File: config.mk
export PLATFORM = sky130hd
export DESIGN_NAME = phase_generator_flat
export DESIGN_NICKNAME = d
export VERILOG_FILES = /design/src/rtl/vm2413.sv /design/src/rtl/phase_generator_if.sv /design/src/rtl/phase_incr.sv /design/src/rtl/phase_generator.sv /design/src/flat_wrapper.sv
export SDC_FILE = /design/constraint.sdc
export NUM_CORES = 1
export LEC_CHECK = 0
export ABC_CLOCK_PERIOD_IN_PS = 14880
export BUFFER_PORTS_ARGS = -buffer_cell sky130_fd_sc_hd__buf_2
export CORE_ASPECT_RATIO = 1.25
export CORE_MARGIN = 5
export CORE_UTILIZATION = 40
export DETAILED_ROUTE_END_ITERATION = 16
export SYNTH_ARGS = -nofsm -noshare
export SYNTH_HDL_FRONTEND = slang
export SYNTH_SLANG_ARGS = --single-unit
File: constraint.sdc
create_clock -name clk -period 14.88 [get_ports clk]
set_clock_uncertainty 0.2 [all_clocks]
set_input_delay 2.976 -clock clk [delete_from_list [all_inputs] [get_ports clk]]
set_output_delay 2.976 -clock clk [all_outputs]
set_load 0.05 [all_outputs]
File: src/rtl/vm2413.sv
// Shared types and lookup tables for the FM phase path.
package vm2413;

  typedef logic [4:0]  SLOT_TYPE;
  typedef logic [17:0] PHASE_TYPE;
  typedef logic [8:0]  PGOUT_TYPE;

  localparam int unsigned NUM_SLOTS = 18;
  localparam int unsigned LFSR_W    = 23;

  function automatic logic [4:0] mltab(input logic [3:0] ml);
    logic [4:0] v;
    case (ml)
      4'd0:    v = 5'd1;
      4'd1:    v = 5'd2;
      4'd2:    v = 5'd4;
      4'd3:    v = 5'd6;
      4'd4:    v = 5'd8;
      4'd5:    v = 5'd10;
      4'd6:    v = 5'd12;
      4'd7:    v = 5'd14;
      4'd8:    v = 5'd16;
      4'd9:    v = 5'd18;
      4'd10:   v = 5'd20;
      4'd11:   v = 5'd20;
      4'd12:   v = 5'd24;
      4'd13:   v = 5'd24;
      4'd14:   v = 5'd30;
      4'd15:   v = 5'd30;
      default: v = 5'd1;
    endcase
    return v;
  endfunction

  // Triangle vibrato shape, one step per LFO count.
  function automatic logic signed [2:0] vib_tab(input logic [2:0] idx);
    logic signed [2:0] v;
    case (idx)
      3'd0:    v = 3'sd0;
      3'd1:    v = 3'sd1;
      3'd2:    v = 3'sd2;
      3'd3:    v = 3'sd1;
      3'd4:    v = 3'sd0;
      3'd5:    v = -3'sd1;
      3'd6:    v = -3'sd2;
      3'd7:    v = -3'sd1;
      default: v = 3'sd0;
    endcase
    return v;
  endfunction

endpackage

File: src/rtl/phase_generator_if.sv
// Slot sequencing, channel parameters and phase memory port of the phase generator.
interface phase_generator_if;
  import vm2413::*;

  SLOT_TYPE  slot;
  logic [1:0] stage;
  logic [8:0] fnum;
  logic [2:0] blk;
  logic [3:0] ml;
  logic       pm;
  logic       key;
  PHASE_TYPE  memout;
  logic       memwr;
  PHASE_TYPE  memin;
  PGOUT_TYPE  pg_out;
  logic       noise;

  modport master (
    output slot, stage, fnum, blk, ml, pm, key, memout,
    input  memwr, memin, pg_out, noise
  );

  modport slave (
    input  slot, stage, fnum, blk, ml, pm, key, memout,
    output memwr, memin, pg_out, noise
  );
endinterface

File: src/rtl/phase_incr.sv
// Combinational phase increment from F-number, block, multiplier and vibrato.
module phase_incr
  import vm2413::*;
(
  input  logic [8:0] i_fnum,
  input  logic [2:0] i_blk,
  input  logic [3:0] i_ml,
  input  logic       i_pm,
  input  logic [2:0] i_pm_cnt,
  output PHASE_TYPE  o_inc
);

  logic signed [6:0] w_vib;
  logic signed [6:0] w_fsel;
  logic signed [6:0] w_off;
  logic [10:0]       w_fnum_eff;
  logic [22:0]       w_mult;

  assign w_vib  = 7'(vib_tab(i_pm_cnt));
  assign w_fsel = $signed({4'b0000, i_fnum[8:6]});

  // Vibrato offset, spans -14..14.
  always_comb begin
    w_off = 7'sd0;
    if (i_pm) begin
      w_off = w_vib * w_fsel;
    end else begin
      w_off = 7'sd0;
    end
  end

  // Offset never exceeds 2*fnum, so the 11-bit modular sum is the true value.
  assign w_fnum_eff = {1'b0, i_fnum, 1'b0} + {{4{w_off[6]}}, w_off};
  assign w_mult     = {12'd0, w_fnum_eff} * {18'd0, mltab(i_ml)};
  assign o_inc      = PHASE_TYPE'((w_mult << i_blk) >> 2'd2);

endmodule

File: src/rtl/phase_generator.sv
// Per-slot phase accumulator over a 4-clock slot, plus vibrato LFO and noise LFSR.
module phase_generator
  import vm2413::*;
(
  input  logic               clk,
  input  logic               reset_n,
  phase_generator_if.slave   pg_if
);

  logic [NUM_SLOTS-1:0] r_key_prev;
  logic                 r_memwr;
  PHASE_TYPE            r_memin;
  PGOUT_TYPE            r_pg_out;
  logic                 r_noise;
  logic [9:0]           r_prescaler;
  logic [2:0]           r_pm_cnt;
  logic [LFSR_W-1:0]    r_lfsr;

  PHASE_TYPE            w_inc;
  PHASE_TYPE            w_next;
  logic                 w_slot_ok;
  logic                 w_prev_key;
  logic                 w_keyon;
  logic                 w_sample_end;

  phase_incr u_incr (
    .i_fnum   (pg_if.fnum),
    .i_blk    (pg_if.blk),
    .i_ml     (pg_if.ml),
    .i_pm     (pg_if.pm),
    .i_pm_cnt (r_pm_cnt),
    .o_inc    (w_inc)
  );

  assign w_slot_ok    = (pg_if.slot < 5'd18);
  assign w_prev_key   = w_slot_ok ? r_key_prev[pg_if.slot] : 1'b1;
  assign w_keyon      = pg_if.key & ~w_prev_key;
  assign w_next       = pg_if.memout + w_inc;
  assign w_sample_end = (pg_if.stage == 2'd3) && (pg_if.slot == 5'd17);

  // Slot pipeline: memout arrives in stage 1, write in stage 2, publish in stage 3.
  always_ff @(posedge clk or negedge reset_n) begin
    if (!reset_n) begin
      r_memwr    <= 1'b0;
      r_memin    <= 18'd0;
      r_pg_out   <= 9'd0;
      r_key_prev <= 18'd0;
    end else begin
      case (pg_if.stage)
        2'd1: begin
          r_memwr <= 1'b1;
          r_memin <= w_keyon ? 18'd0 : w_next;
        end
        2'd2: begin
          r_memwr <= 1'b0;
          if (w_slot_ok) begin
            r_key_prev[pg_if.slot] <= pg_if.key;
          end
        end
        2'd3: begin
          r_memwr  <= 1'b0;
          r_pg_out <= r_memin[17:9];
        end
        default: r_memwr <= 1'b0;
      endcase
    end
  end

  // Once-per-sample LFO prescaler/counter and x^23+x^9+1 noise LFSR.
  always_ff @(posedge clk or negedge reset_n) begin
    if (!reset_n) begin
      r_prescaler <= 10'd0;
      r_pm_cnt    <= 3'd0;
      r_lfsr      <= 23'h000001;
      r_noise     <= 1'b0;
    end else if (w_sample_end) begin
      r_prescaler <= r_prescaler + 10'd1;
      if (r_prescaler == 10'h3FF) begin
        r_pm_cnt <= r_pm_cnt + 3'd1;
      end
      r_lfsr  <= {r_lfsr[21:0], r_lfsr[22] ^ r_lfsr[8]};
      r_noise <= r_lfsr[0];
    end
  end

  assign pg_if.memwr  = r_memwr;
  assign pg_if.memin  = r_memin;
  assign pg_if.pg_out = r_pg_out;
  assign pg_if.noise  = r_noise;

endmodule

File: src/flat_wrapper.sv
// flat-port wrapper written by rule: the top's interface ports become plain ports
module phase_generator_flat import vm2413::*;
  (clk, reset_n, pg_if_slot, pg_if_stage, pg_if_fnum, pg_if_blk, pg_if_ml, pg_if_pm, pg_if_key, pg_if_memout, pg_if_memwr, pg_if_memin, pg_if_pg_out, pg_if_noise);
  phase_generator_if pg_if_i ();
  input  logic clk;
  input  logic reset_n;
  input wire logic [$bits(pg_if_i.slot)-1:0] pg_if_slot;
  input wire logic [$bits(pg_if_i.stage)-1:0] pg_if_stage;
  input wire logic [$bits(pg_if_i.fnum)-1:0] pg_if_fnum;
  input wire logic [$bits(pg_if_i.blk)-1:0] pg_if_blk;
  input wire logic [$bits(pg_if_i.ml)-1:0] pg_if_ml;
  input wire logic [$bits(pg_if_i.pm)-1:0] pg_if_pm;
  input wire logic [$bits(pg_if_i.key)-1:0] pg_if_key;
  input wire logic [$bits(pg_if_i.memout)-1:0] pg_if_memout;
  output wire logic [$bits(pg_if_i.memwr)-1:0] pg_if_memwr;
  output wire logic [$bits(pg_if_i.memin)-1:0] pg_if_memin;
  output wire logic [$bits(pg_if_i.pg_out)-1:0] pg_if_pg_out;
  output wire logic [$bits(pg_if_i.noise)-1:0] pg_if_noise;
  assign pg_if_i.slot = pg_if_slot;
  assign pg_if_i.stage = pg_if_stage;
  assign pg_if_i.fnum = pg_if_fnum;
  assign pg_if_i.blk = pg_if_blk;
  assign pg_if_i.ml = pg_if_ml;
  assign pg_if_i.pm = pg_if_pm;
  assign pg_if_i.key = pg_if_key;
  assign pg_if_i.memout = pg_if_memout;
  assign pg_if_memwr = pg_if_i.memwr;
  assign pg_if_memin = pg_if_i.memin;
  assign pg_if_pg_out = pg_if_i.pg_out;
  assign pg_if_noise = pg_if_i.noise;
  phase_generator u_core (.clk(clk), .reset_n(reset_n), .pg_if(pg_if_i));
endmodule
==> impl_summary.txt <==
----------------------------------------------------
[Clocking]
  TritonCTS clock tree ... yes
  Max clock buf depth ... 2
  Quantity of gates resized following cts ... 0
  Setup fix buffers added after clock tree synthesis ... 0
  Clk root buf ... sky130_fd_sc_hd__clkbuf_16
  Clock input transition at the sequential cells of the worst setup and hold paths ... 0.06 ns
  CTS H-tree lvls ... 3
  Total of hold buffers inserted after clock tree synthesis ... 0
  Clock latency reported for the late side of the worst-skew pair ... 0.34 ns
  Clock buffers created by TritonCTS ... 9
  Clock tree sinks ... 82

[Pwr]
  Peak supply drop ... 0.0664 mV
  Reported leakage power ... 0.00410 uW
  Power per cell area ... 130 mW/mm^2
  Relative contribution of combinational cells to total power ... 51.6%
  Int Pwr ... 565 uW
  Register share of total power ... 27.8%
  Clock power frac ... 20.6%
  Switching part of the total ... 45.0%
  Switching power ... 461 uW

[STA]
  Least setup slack across all paths after layout ... 3.60 ns
  Final Slew Violations ... 0
  Final Setup Violations ... 0
  Final Critical Period ... 11.28 ns
  Worst slew margin relative to its limit ... 33.2%
  Unrepaired setup endpoints after global routing ... false
  Maximum clock frequency ... 88.7 MHz
  Aggregate negative setup slack ... 0 ns
  Part of the cycle the worst path needs ... 75.8%
  Worst Max-Slew Pin Slew ... 0.999 ns
  Number of hold violations in the final report ... 0

[Global routing]
  Pin count of the biggest net entering global routing ... 62
  Number of antenna violations at the first check in global routing ... 0
  Overflow left after global routing ... 0
  Total routing usage reported by global routing ... 15.5%
  Via count of the first global-routing pass ... 5,281
  Wire length of the first global-routing pass ... 25,800 um

[Place]
  Worst setup slack before clock tree synthesis ... 3.18 ns
  HPWL Detailed ... 12,200 um
  PortBufs ... 73
  Weighted congestion reported at the end of routability-driven placement ... 0.789
  Placed cell count ... 1,053

[Worst setup path]
  Crit-path most repeated cell ... sky130_fd_sc_hd__fa_1
  Worst flop-to-flop path startpoint ... u_core.r_pm_cnt[0]
  CP startpoint ... pg_if_fnum[6]
  Number of cells traversed by the worst register-to-register path ... 42
  Capture point of the critical path ... u_core.pg_if.memin[17]
  Maximum fanout encountered on the critical timing path ... 5
  Critical path class ... input pin to flop
  Arrival time of data at the critical path endpoint ... 11.34 ns
  Critical path's largest stage delay ... 0.54 ns
  Crit Reg-Reg Endpoint ... u_core.pg_if.memin[17]
  Worst-path cell with the longest stage delay ... sky130_fd_sc_hd__fa_1
  Register-to-Register Setup Slack ... 5.29 ns
  Endpoint class of the critical path ... flop
  Crit path launch type ... input pin
  Critical path required time ... 14.94 ns

[Final layout]
  Most frequent cells in the layout ... sky130_fd_sc_hd__nand2_1 (159), sky130_fd_sc_hd__dfrtp_1 (81), sky130_fd_sc_hd__buf_2 (72), sky130_fd_sc_hd__ha_1 (61), sky130_fd_sc_hd__inv_1 (47)
  Layout cells sized above 1 ... 13.8%
  Leading cell type in the layout, fill and taps excluded ... sky130_fd_sc_hd__nand2_1
  Net total in the final layout ... 978
  Area Growth Syn to Fin ... 12.4%
  Layout Cells excl Fill ... 1,069
  Final cell utilization of the core ... 45.4%
  Ant diodes ... 0

[Synth]
  Synthesized netlist cell count ... 776
  FFs w/ async S/R, synth ... 100%
  Synthesized net count ... 914
  Ys flop type ... sky130_fd_sc_hd__dfrtp_1
  Leading post-synthesis cells by cell area ... sky130_fd_sc_hd__dfrtp_1 (29%), sky130_fd_sc_hd__ha_1 (11%), sky130_fd_sc_hd__fa_1 (9.1%)
  Number of warnings printed during yosys synthesis ... 0
  Number of distinct standard cells referenced by the synthesized netlist ... 61
  Part of the Yosys area used for sequential elements ... 29.3%
  Area share of the largest cell type after synthesis ... 28.9%
  Synthesized flop and latch total ... 82
  Cell Area, Synth ... 0.00702 mm^2
  Most area-hungry cell type in the Yosys netlist ... sky130_fd_sc_hd__dfrtp_1
  Number of synthesized flops with an enable pin ... 0
  Post-synthesis area per instance ... 9.05 um^2

[Routing]
  Violation count after the first detailed-route iteration ... 277
  Average vias per placed instance ... 5.07
  DRT Pass-1 Iters ... 4
  Detailed-route DRC error count ... 0
  Number of nets still failing antenna checks after routing ... 0
  WL/cell ... 14.0 um
  Vias ... 5,419
  Routed wire length ... 15,000 um

[Run status]
  Outcome ... finished clean

[Floorplanning]
  Area of the placeable core ... 0.0174 mm^2
  Standard-cell row count ... 54
  Die width ... 128 um
  Die Area ... 0.0203 mm^2
  Count of pins on the block boundary ... 74
  Starting density of the core ... 40.4%
  DIE HEIGHT ... 158 um

[Job]
  Max-Cap Viols ... 0

[Worst hold path]
  Type of the tightest min-delay check ... flop to flop

----------------------------------------------------
## metrics by stage
step / total power (uW) / hold slack [ns] / area, um^2
after global placement: 819 / 0.246 / 7610
after floorplan: 696 / 0.234 / 7020
final: 1030 / 0.259 / 7890
after detailed placement: 825 / 0.252 / 7610
after global routing: 1110 / 0.274 / 7890
after CTS: 1040 / 0.261 / 7890
## sequential cells by signal (all words and copies together), names as in the netlist
| name | cells |
|---|---|
| u_core.r_key_prev | 18 |
| u_core.r_lfsr | 23 |
| u_core.r_pm_cnt | 3 |
| u_core.pg_if.memin | 18 |
| u_core.pg_if.pg_out | 9 |
| u_core.pg_if.memwr | 1 |
| u_core.r_prescaler | 10 |
## routing by layer
| layer | up-vias | global-route usage (%) | part of all wire, % |
|---|---|---|---|
| li1 | 2758 | - | - |
| met1 | 2575 | 20.7 | 47 |
| met2 | 76 | 26.6 | 49 |
| met3 | 10 | 1.79 | 2.9 |
| met4 | 0 | 3.99 | 1.1 |
| met5 | - | 0 | 0 |
## cells by family (layout without fill, tap and decap cells)
kind of cell,count (synthesis),in the layout,share of synthesized area [%]
and+or+nand+nor,297,297,19.4
AOI/OAI and AO/OA,129,129,12.2
adders and majority gates,93,93,20.0
DFF,82,82,29.3
buffers and inverters,76,145,4.08
muxes,53,53,8.97
xor gates and xnor gates,46,46,6.04
## synthesized netlist by cell type, types with 2 or more instances
cell and instances:
sky130_fd_sc_hd__nand2b_1 9, sky130_fd_sc_hd__a31oi_1 3, sky130_fd_sc_hd__inv_2 5, sky130_fd_sc_hd__nand2_1 159, sky130_fd_sc_hd__o31ai_1 15, sky130_fd_sc_hd__and3_1 5
sky130_fd_sc_hd__dfrtp_1 81, sky130_fd_sc_hd__mux2i_1 19, sky130_fd_sc_hd__nand3_1 10, sky130_fd_sc_hd__or3_1 3, sky130_fd_sc_hd__mux2_1 27, sky130_fd_sc_hd__ha_1 61
sky130_fd_sc_hd__inv_1 47, sky130_fd_sc_hd__xnor2_1 27, sky130_fd_sc_hd__o211ai_1 2, sky130_fd_sc_hd__mux2_2 2, sky130_fd_sc_hd__o21a_1 4, sky130_fd_sc_hd__o21ai_0 11
sky130_fd_sc_hd__a21o_1 15, sky130_fd_sc_hd__o41ai_1 2, sky130_fd_sc_hd__clkbuf_1 22, sky130_fd_sc_hd__nand4_1 5, sky130_fd_sc_hd__fa_1 32, sky130_fd_sc_hd__and2_1 40
sky130_fd_sc_hd__mux4_2 5, sky130_fd_sc_hd__xor2_1 17, sky130_fd_sc_hd__a21oi_2 2, sky130_fd_sc_hd__nor3_1 5, sky130_fd_sc_hd__o21bai_1 5, sky130_fd_sc_hd__nor4bb_1 2
sky130_fd_sc_hd__nor2b_1 14, sky130_fd_sc_hd__o21ai_1 19, sky130_fd_sc_hd__a211oi_1 4, sky130_fd_sc_hd__a21oi_1 32, sky130_fd_sc_hd__nor2_1 39
## worst min path at each step
stage / startpoint / slack [ns] / cells past startpoint / to
after CTS: u_core.r_prescaler[9] / 0.26 / 1 / u_core.r_prescaler[9]
final: u_core.r_prescaler[9] / 0.26 / 1 / u_core.r_prescaler[9]
after global placement: u_core.r_prescaler[9] / 0.25 / 1 / u_core.r_prescaler[9]
after detailed placement: u_core.r_prescaler[9] / 0.25 / 1 / u_core.r_prescaler[9]
after floorplan: u_core.r_prescaler[9] / 0.23 / 1 / u_core.r_prescaler[9]
after global routing: u_core.r_prescaler[9] / 0.27 / 1 / u_core.r_prescaler[9]
## power by group through the flow
stage | Clock, uW | Sequential, uW | Combinational [uW]
6_report | 212 | 285 | 530
5_1_grt | 229 | 290 | 587
4_1_cts | 218 | 285 | 537
3_5_place_dp | 0 | 290 | 536
3_3_place_gp | 0 | 288 | 531
2_1_floorplan | 0 | 396 | 301
## critical path, delay by kind of cell
| kind | cells | cell delay (ns) |
|---|---|---|
| buf+inv | 5 | 0.33 |
| mux | 2 | 0.34 |
| xor+xnor | 3 | 0.81 |
| fa+ha+maj | 10 | 3.93 |
| compound gates | 12 | 1.79 |
| simple gates | 8 | 1.16 |
## area by class of cell
type	count	area, um^2
Timing Repair Buffer	77	398
Multi-Input combinational cell	618	4680
Fill cell	1680	9480
Inverter	52	195
Tap cell	224	280
Sequential cell	82	2050
Clock inverter	7	57.6
Clock buffer	9	225
Power figures use the tool's default switching activity.
